File: src/rtl/m_axi_lite_pkg.sv
// m_axi_lite_pkg: state encoding and AXI response/protection constants shared by the
// AXI4-Lite master engine.
package m_axi_lite_pkg;
    typedef enum logic [2:0] {IDLE, WR, WR_RESP, RD_ADDR, RD_DATA, RSP} state_t;
    localparam logic [1:0] RESP_OKAY    = 2'b00;
    localparam logic [1:0] RESP_EXOKAY  = 2'b01;
    localparam logic [1:0] RESP_SLVERR  = 2'b10;
    localparam logic [1:0] RESP_DECERR  = 2'b11;
    localparam logic [2:0] PROT_DEFAULT = 3'b000;
endpackage

File: src/rtl/m_axi_lite_watchdog.sv
// m_axi_lite_watchdog: counts cycles spent in one waiting state and flags expiry
// once the count reaches P_TIMEOUT_CYCLES-1.
module m_axi_lite_watchdog #(
    parameter int P_TIMEOUT_CYCLES = 256
) (
    input  logic i_clk,
    input  logic i_rst,
    input  logic i_active,
    input  logic i_restart,
    output logic o_expired
);
    localparam int LP_W = $clog2(P_TIMEOUT_CYCLES + 1);
    logic [LP_W-1:0] r_cnt;
    assign o_expired = i_active && (r_cnt == LP_W'(P_TIMEOUT_CYCLES - 1));
    always_ff @(posedge i_clk) begin
        if (i_rst || !i_active || i_restart)
            r_cnt <= '0;
        else if (!o_expired)
            r_cnt <= r_cnt + 1'b1;
    end
endmodule

File: src/rtl/m_axi_lite_master.sv
// m_axi_lite_master: single-outstanding AXI4-Lite master fed by a valid/ready command port.
// Define M_AXI_LITE_TIMEOUT_EN to build the watchdog abort path.
module m_axi_lite_master
    import m_axi_lite_pkg::*;
#(
    parameter int P_ADDR_WIDTH     = 32,
    parameter int P_DATA_WIDTH     = 32,
    parameter int P_TIMEOUT_CYCLES = 256
) (
    input  logic                      M_AXI_ACLK,
    input  logic                      M_AXI_ARESET,
    input  logic                      cmd_valid,
    output logic                      cmd_ready,
    input  logic                      cmd_write,
    input  logic [P_ADDR_WIDTH-1:0]   cmd_addr,
    input  logic [P_DATA_WIDTH-1:0]   cmd_wdata,
    input  logic [P_DATA_WIDTH/8-1:0] cmd_wstrb,
    output logic                      rsp_valid,
    input  logic                      rsp_ready,
    output logic                      rsp_write,
    output logic [P_DATA_WIDTH-1:0]   rsp_rdata,
    output logic [1:0]                rsp_resp,
    output logic                      rsp_timeout,
    output logic                      busy,
    output logic [P_ADDR_WIDTH-1:0]   M_AXI_AWADDR,
    output logic [2:0]                M_AXI_AWPROT,
    output logic                      M_AXI_AWVALID,
    input  logic                      M_AXI_AWREADY,
    output logic [P_DATA_WIDTH-1:0]   M_AXI_WDATA,
    output logic [P_DATA_WIDTH/8-1:0] M_AXI_WSTRB,
    output logic                      M_AXI_WVALID,
    input  logic                      M_AXI_WREADY,
    input  logic [1:0]                M_AXI_BRESP,
    input  logic                      M_AXI_BVALID,
    output logic                      M_AXI_BREADY,
    output logic [P_ADDR_WIDTH-1:0]   M_AXI_ARADDR,
    output logic [2:0]                M_AXI_ARPROT,
    output logic                      M_AXI_ARVALID,
    input  logic                      M_AXI_ARREADY,
    input  logic [P_DATA_WIDTH-1:0]   M_AXI_RDATA,
    input  logic [1:0]                M_AXI_RRESP,
    input  logic                      M_AXI_RVALID,
    output logic                      M_AXI_RREADY
);
    state_t                    r_state;
    logic                      r_cmd_ready, r_write;
    logic [P_ADDR_WIDTH-1:0]   r_addr;
    logic [P_DATA_WIDTH-1:0]   r_wdata, r_rsp_rdata;
    logic [P_DATA_WIDTH/8-1:0] r_wstrb;
    logic                      r_awvalid, r_wvalid, r_bready, r_arvalid, r_rready;
    logic                      r_rsp_valid, r_rsp_write, r_rsp_timeout;
    logic [1:0]                r_rsp_resp;
    logic                      w_wr_done, w_step, w_expired;

    // The write phase is done once each channel has either already retired or retires now.
    assign w_wr_done = (!r_awvalid || M_AXI_AWREADY) && (!r_wvalid || M_AXI_WREADY);
    assign w_step = (r_state == WR)      ? w_wr_done :
                    (r_state == WR_RESP) ? M_AXI_BVALID :
                    (r_state == RD_ADDR) ? M_AXI_ARREADY :
                    (r_state == RD_DATA) ? M_AXI_RVALID : 1'b0;

`ifdef M_AXI_LITE_TIMEOUT_EN
    logic w_waiting;
    assign w_waiting = (r_state == WR) || (r_state == WR_RESP) ||
                       (r_state == RD_ADDR) || (r_state == RD_DATA);
    m_axi_lite_watchdog #(.P_TIMEOUT_CYCLES(P_TIMEOUT_CYCLES)) u_watchdog (
        .i_clk     (M_AXI_ACLK),
        .i_rst     (M_AXI_ARESET),
        .i_active  (w_waiting),
        .i_restart (w_step),
        .o_expired (w_expired)
    );
`else
    assign w_expired = 1'b0;
`endif

    always_ff @(posedge M_AXI_ACLK) begin
        if (M_AXI_ARESET) begin
            r_state       <= IDLE;
            r_cmd_ready   <= 1'b0;
            r_write       <= 1'b0;
            r_addr        <= '0;
            r_wdata       <= '0;
            r_wstrb       <= '0;
            r_awvalid     <= 1'b0;
            r_wvalid      <= 1'b0;
            r_bready      <= 1'b0;
            r_arvalid     <= 1'b0;
            r_rready      <= 1'b0;
            r_rsp_valid   <= 1'b0;
            r_rsp_write   <= 1'b0;
            r_rsp_rdata   <= '0;
            r_rsp_resp    <= RESP_OKAY;
            r_rsp_timeout <= 1'b0;
        end else if (w_expired && !w_step) begin
            // Debug recovery: drop every handshake signal and report a synthetic SLVERR.
            r_awvalid     <= 1'b0;
            r_wvalid      <= 1'b0;
            r_bready      <= 1'b0;
            r_arvalid     <= 1'b0;
            r_rready      <= 1'b0;
            r_rsp_valid   <= 1'b1;
            r_rsp_write   <= r_write;
            r_rsp_rdata   <= '0;
            r_rsp_resp    <= RESP_SLVERR;
            r_rsp_timeout <= 1'b1;
            r_state       <= RSP;
        end else begin
            case (r_state)
                IDLE: begin
                    if (cmd_valid && r_cmd_ready) begin
                        r_cmd_ready <= 1'b0;
                        r_write     <= cmd_write;
                        r_addr      <= cmd_addr;
                        r_wdata     <= cmd_wdata;
                        r_wstrb     <= cmd_wstrb;
                        r_awvalid   <= cmd_write;
                        r_wvalid    <= cmd_write;
                        r_arvalid   <= !cmd_write;
                        r_state     <= cmd_write ? WR : RD_ADDR;
                    end else begin
                        r_cmd_ready <= 1'b1;
                    end
                end
                WR: begin
                    if (M_AXI_AWREADY) r_awvalid <= 1'b0;
                    if (M_AXI_WREADY) r_wvalid <= 1'b0;
                    if (w_step) begin
                        r_bready <= 1'b1;
                        r_state  <= WR_RESP;
                    end
                end
                WR_RESP: begin
                    if (w_step) begin
                        r_bready      <= 1'b0;
                        r_rsp_valid   <= 1'b1;
                        r_rsp_write   <= 1'b1;
                        r_rsp_rdata   <= '0;
                        r_rsp_resp    <= M_AXI_BRESP;
                        r_rsp_timeout <= 1'b0;
                        r_state       <= RSP;
                    end
                end
                RD_ADDR: begin
                    if (w_step) begin
                        r_arvalid <= 1'b0;
                        r_rready  <= 1'b1;
                        r_state   <= RD_DATA;
                    end
                end
                RD_DATA: begin
                    if (w_step) begin
                        r_rready      <= 1'b0;
                        r_rsp_valid   <= 1'b1;
                        r_rsp_write   <= 1'b0;
                        r_rsp_rdata   <= M_AXI_RDATA;
                        r_rsp_resp    <= M_AXI_RRESP;
                        r_rsp_timeout <= 1'b0;
                        r_state       <= RSP;
                    end
                end
                RSP: begin
                    if (rsp_ready) begin
                        r_rsp_valid <= 1'b0;
                        r_cmd_ready <= 1'b1;
                        r_state     <= IDLE;
                    end
                end
                default: r_state <= IDLE;
            endcase
        end
    end

    assign cmd_ready     = r_cmd_ready;
    assign busy          = (r_state != IDLE);
    assign rsp_valid     = r_rsp_valid;
    assign rsp_write     = r_rsp_write;
    assign rsp_rdata     = r_rsp_rdata;
    assign rsp_resp      = r_rsp_resp;
    assign rsp_timeout   = r_rsp_timeout;
    assign M_AXI_AWADDR  = r_addr;
    assign M_AXI_AWPROT  = PROT_DEFAULT;
    assign M_AXI_AWVALID = r_awvalid;
    assign M_AXI_WDATA   = r_wdata;
    assign M_AXI_WSTRB   = r_wstrb;
    assign M_AXI_WVALID  = r_wvalid;
    assign M_AXI_BREADY  = r_bready;
    assign M_AXI_ARADDR  = r_addr;
    assign M_AXI_ARPROT  = PROT_DEFAULT;
    assign M_AXI_ARVALID = r_arvalid;
    assign M_AXI_RREADY  = r_rready;
endmodule

File: config.mk
export PLATFORM = sky130hd
export DESIGN_NAME = m_axi_lite_master
export DESIGN_NICKNAME = d
export VERILOG_FILES = /design/src/rtl/m_axi_lite_pkg.sv /design/src/rtl/m_axi_lite_watchdog.sv /design/src/rtl/m_axi_lite_master.sv
export SDC_FILE = /design/constraint.sdc
export NUM_CORES = 1
export LEC_CHECK = 0
export CAP_MARGIN = 5
export CORE_MARGIN = 2
export CORE_UTILIZATION = 38
export CTS_CLUSTER_DIAMETER = 80
export DETAILED_ROUTE_END_ITERATION = 6
export PLACE_DENSITY = 0.77
export SETUP_SLACK_MARGIN = 0.1
export SYNTH_ARGS = -nofsm -noshare
export SYNTH_HDL_FRONTEND = slang
export SYNTH_SLANG_ARGS = --single-unit
File: constraint.sdc
create_clock -name M_AXI_ACLK -period 2.2 [get_ports M_AXI_ACLK]
set_input_delay 0.44 -clock M_AXI_ACLK [delete_from_list [all_inputs] [get_ports M_AXI_ACLK]]
set_output_delay 0.44 -clock M_AXI_ACLK [all_outputs]
set_load 0.02 [all_outputs]
==> qor.yml <==
holdWs_ns: 0.452
htree_levels: 4
drt-vias-per-instance: 4.90
num_io_pins: 264
grt_pass1_vias: 4327
final_common_cell: "clkdlybuf4s50_1"
ys_seq_elements: 113
grt_antenna_before_repair: 0
setup_viol: 0
power_frac_clock_pct: 38.6
wl_per_cell_microns: 15.2
root_buffer: "clkbuf_16"
seq_area_frac_synth_pct: 50.3
synth_ff_type: "dfxtp_1"
die_x_microns: 113
p_comb_share_pct: 29.2
grt_pass1_wl_microns: 21400
async_flop_share_pct: 0
finClkSkew_ns: 0.00457
critical_path.cell_chain: "buf_4 > nor3_2 > inv_2 > dlygate4sd2_1"
p_int_uw: 5420
r2r-start: "r_state[1]"
dp_slack_ns: -0.133
synth_cells: 524
drc_errors: 0
overflow: 0
portBuffers: 256
p_leak_uw: 0.00270
place_congestion: 0.807
p_per_area_mw_per_mm2: 1010
start_kind: "flip-flop"
end_kind: "output pin"
min_period_ns: 1.99
ys_types: 36
dp_hpwl_microns: 9830
max_freq_ghz: 0.502
synth_area_per_cell_sq_um: 8.58
drt-total-wl_microns: 13600
stdcell_area_sq_mm: 0.00759
slew_headroom_pct: 65.2
cts_sinks: 113
place_area_sq_mm: 0.00695
drive_above_1_share_pct: 11.3
place_inst: 866
grt_max_degree: 72
netlist_area_sq_mm: 0.00449
clk_latency_ns: 0.41
rrSetupSlack_ns: 0.33
max_stage_delay_ns: 0.34
postRouteAntennaNets: 0
fin_nets: 856
rsz0062_at_grt: "no"
setup_slack_ns: 0.206
p_seq_share_pct: 32.2
critPathSlowestCell: "dlygate4sd2_1"
area_delta_synth_final_pct: 69.0
fp.coreArea_sq_mm: 0.0115
outcome: "completed"
yosys_warnings: 0
crit_start: "r_state[2]"
worstMarginPinSlew_ns: 0.521
synth_edf_count: 0
cap_violations: 0
mostFrequentLayoutCells: "254 x clkdlybuf4s50_1, 145 x nand2_1, 113 x dfxtp_1"
min_from: "M_AXI_WDATA[18]"
fp.dieH_microns: 113
worstPathRequired_ns: 1.76
postCtsSetupRepairBufs: 0
power_switching_uw: 2280
hp-class: "flip-flop to flip-flop"
path_max_fanout: 8
cts_buffer_depth: 2
track_usage_pct: 21.1
firstDrtPassIters: 5
die_area_sq_mm: 0.0127
drt_iter0_drc: 278
initial_core_util_pct: 39.2
drv_slew: 0
hold_viol: 0
cts_buffers: 17
swShare_pct: 29.6
rows: 39
cts_tree: "built"
clk_pin_slew_worst_paths_ns: 0.05
period_share_pct: 90.6
vias: 4392
peakVddDrop_v: 0.000593
worstPathArrival_ns: 1.55
instances_no_fill: 897
critical_path_class: "flip-flop to output pin"
n_antenna_cell: 0
==> flip-flops by register name (all words and copies together) (netlist names), 2 cells and up <==
register,flops
r_state,3
M_AXI_WSTRB,4
M_AXI_WDATA,32
rsp_rdata,32
M_AXI_ARADDR,32
rsp_resp,2
==> worst paths after layout <==
kind / end / cells past startpoint
setup / recovery: busy / 4
hold / removal: M_AXI_WDATA[18] / 2
setup reg to reg: rsp_rdata[22] / 6
hold reg to reg: M_AXI_WDATA[18] / 2
==> cell families after synthesis <==
| group | count (synthesis) | synth area share [%] |
|---|---|---|
| and+or+nand+nor | 208 | 18.8 |
| DFF | 113 | 50.3 |
| xor gates and xnor gates | 1 | 0.195 |
| muxes | 6 | 1.42 |
| AOI/OAI and AO/OA | 115 | 18.2 |
| buffers and inverters | 80 | 10.9 |
| other | 1 | 0.0834 |
==> what timing repair did <==
| action | CTS | global route |
|---|---|---|
| hold buffers | 0 | 0 |
| gates resized for setup | 1 | 0 |
| hold endpoints to repair | 0 | 0 |
| endpoints found under the setup margin | 1 | 0 |
==> per-stage QoR <==
stage / total power (uW) / TNS [ns] / utilization (%)
after floorplan: 3780 / 0 / -
after global placement: 4730 / -0.385 / 60.6
after detailed placement: 4780 / -1.88 / 60.6
after CTS: 7760 / 0 / 66.2
after global routing: 8040 / 0 / 66.2
final: 7700 / 0 / 66.2
==> layer usage <==
| layer | vias up | wire length, microns | share of wire [%] | global-route usage (%) |
|---|---|---|---|---|
| li1 | 2121 | - | - | - |
| met1 | 2033 | 5250 | 39 | 22.3 |
| met2 | 209 | 6840 | 50 | 37.2 |
| met3 | 29 | 1140 | 8.4 | 7.55 |
| met4 | 0 | 369 | 2.7 | 10.2 |
| met5 | - | 0 | 0 | 0 |
==> worst max-delay path: cells and delay by family, from the launching register on <==
| family | cells | cell delay (ns) |
|---|---|---|
| simple gates | 1 | 0.23 |
| flops | 1 | 0.33 |
| buf+inv | 3 | 0.58 |
==> area by class of cell <==
cell class              instances  area (sq um)
inverters                       4          15.0
well taps                     143           179
fillers                       943          3870
flip-flops and latches        113          2260
multi-input cells             337          1780
clock buffers                  20           457
clock inverters                11           185
repair buffers                269          2720
==> cells in the mapped netlist, types with 3 or more instances <==
library cell	number	area (sq um)
mux2i_1	3	30.0
nand2b_1	4	25.0
nor2_1	38	143
nor3_1	5	25.0
nand3_1	5	25.0
a22oi_2	29	363
clkbuf_1	20	75.1
a21oi_1	75	375
buf_2	10	50.1
a31oi_1	3	18.8
dfxtp_1	113	2260
nand2_1	145	544
a22oi_1	3	22.5
buf_6	3	33.8
mux2_2	3	33.8
buf_4	41	308
==> power by group through the flow <==
stage	combinational, uW	clock, uW	sequential (uW)
floorplan	1030	0	2750
global placement	2230	0	2500
detailed placement	2270	0	2520
CTS	2270	3020	2480
global route	2410	3120	2510
finish	2250	2970	2480
No activity file was read; power rests on OpenSTA's default activity.
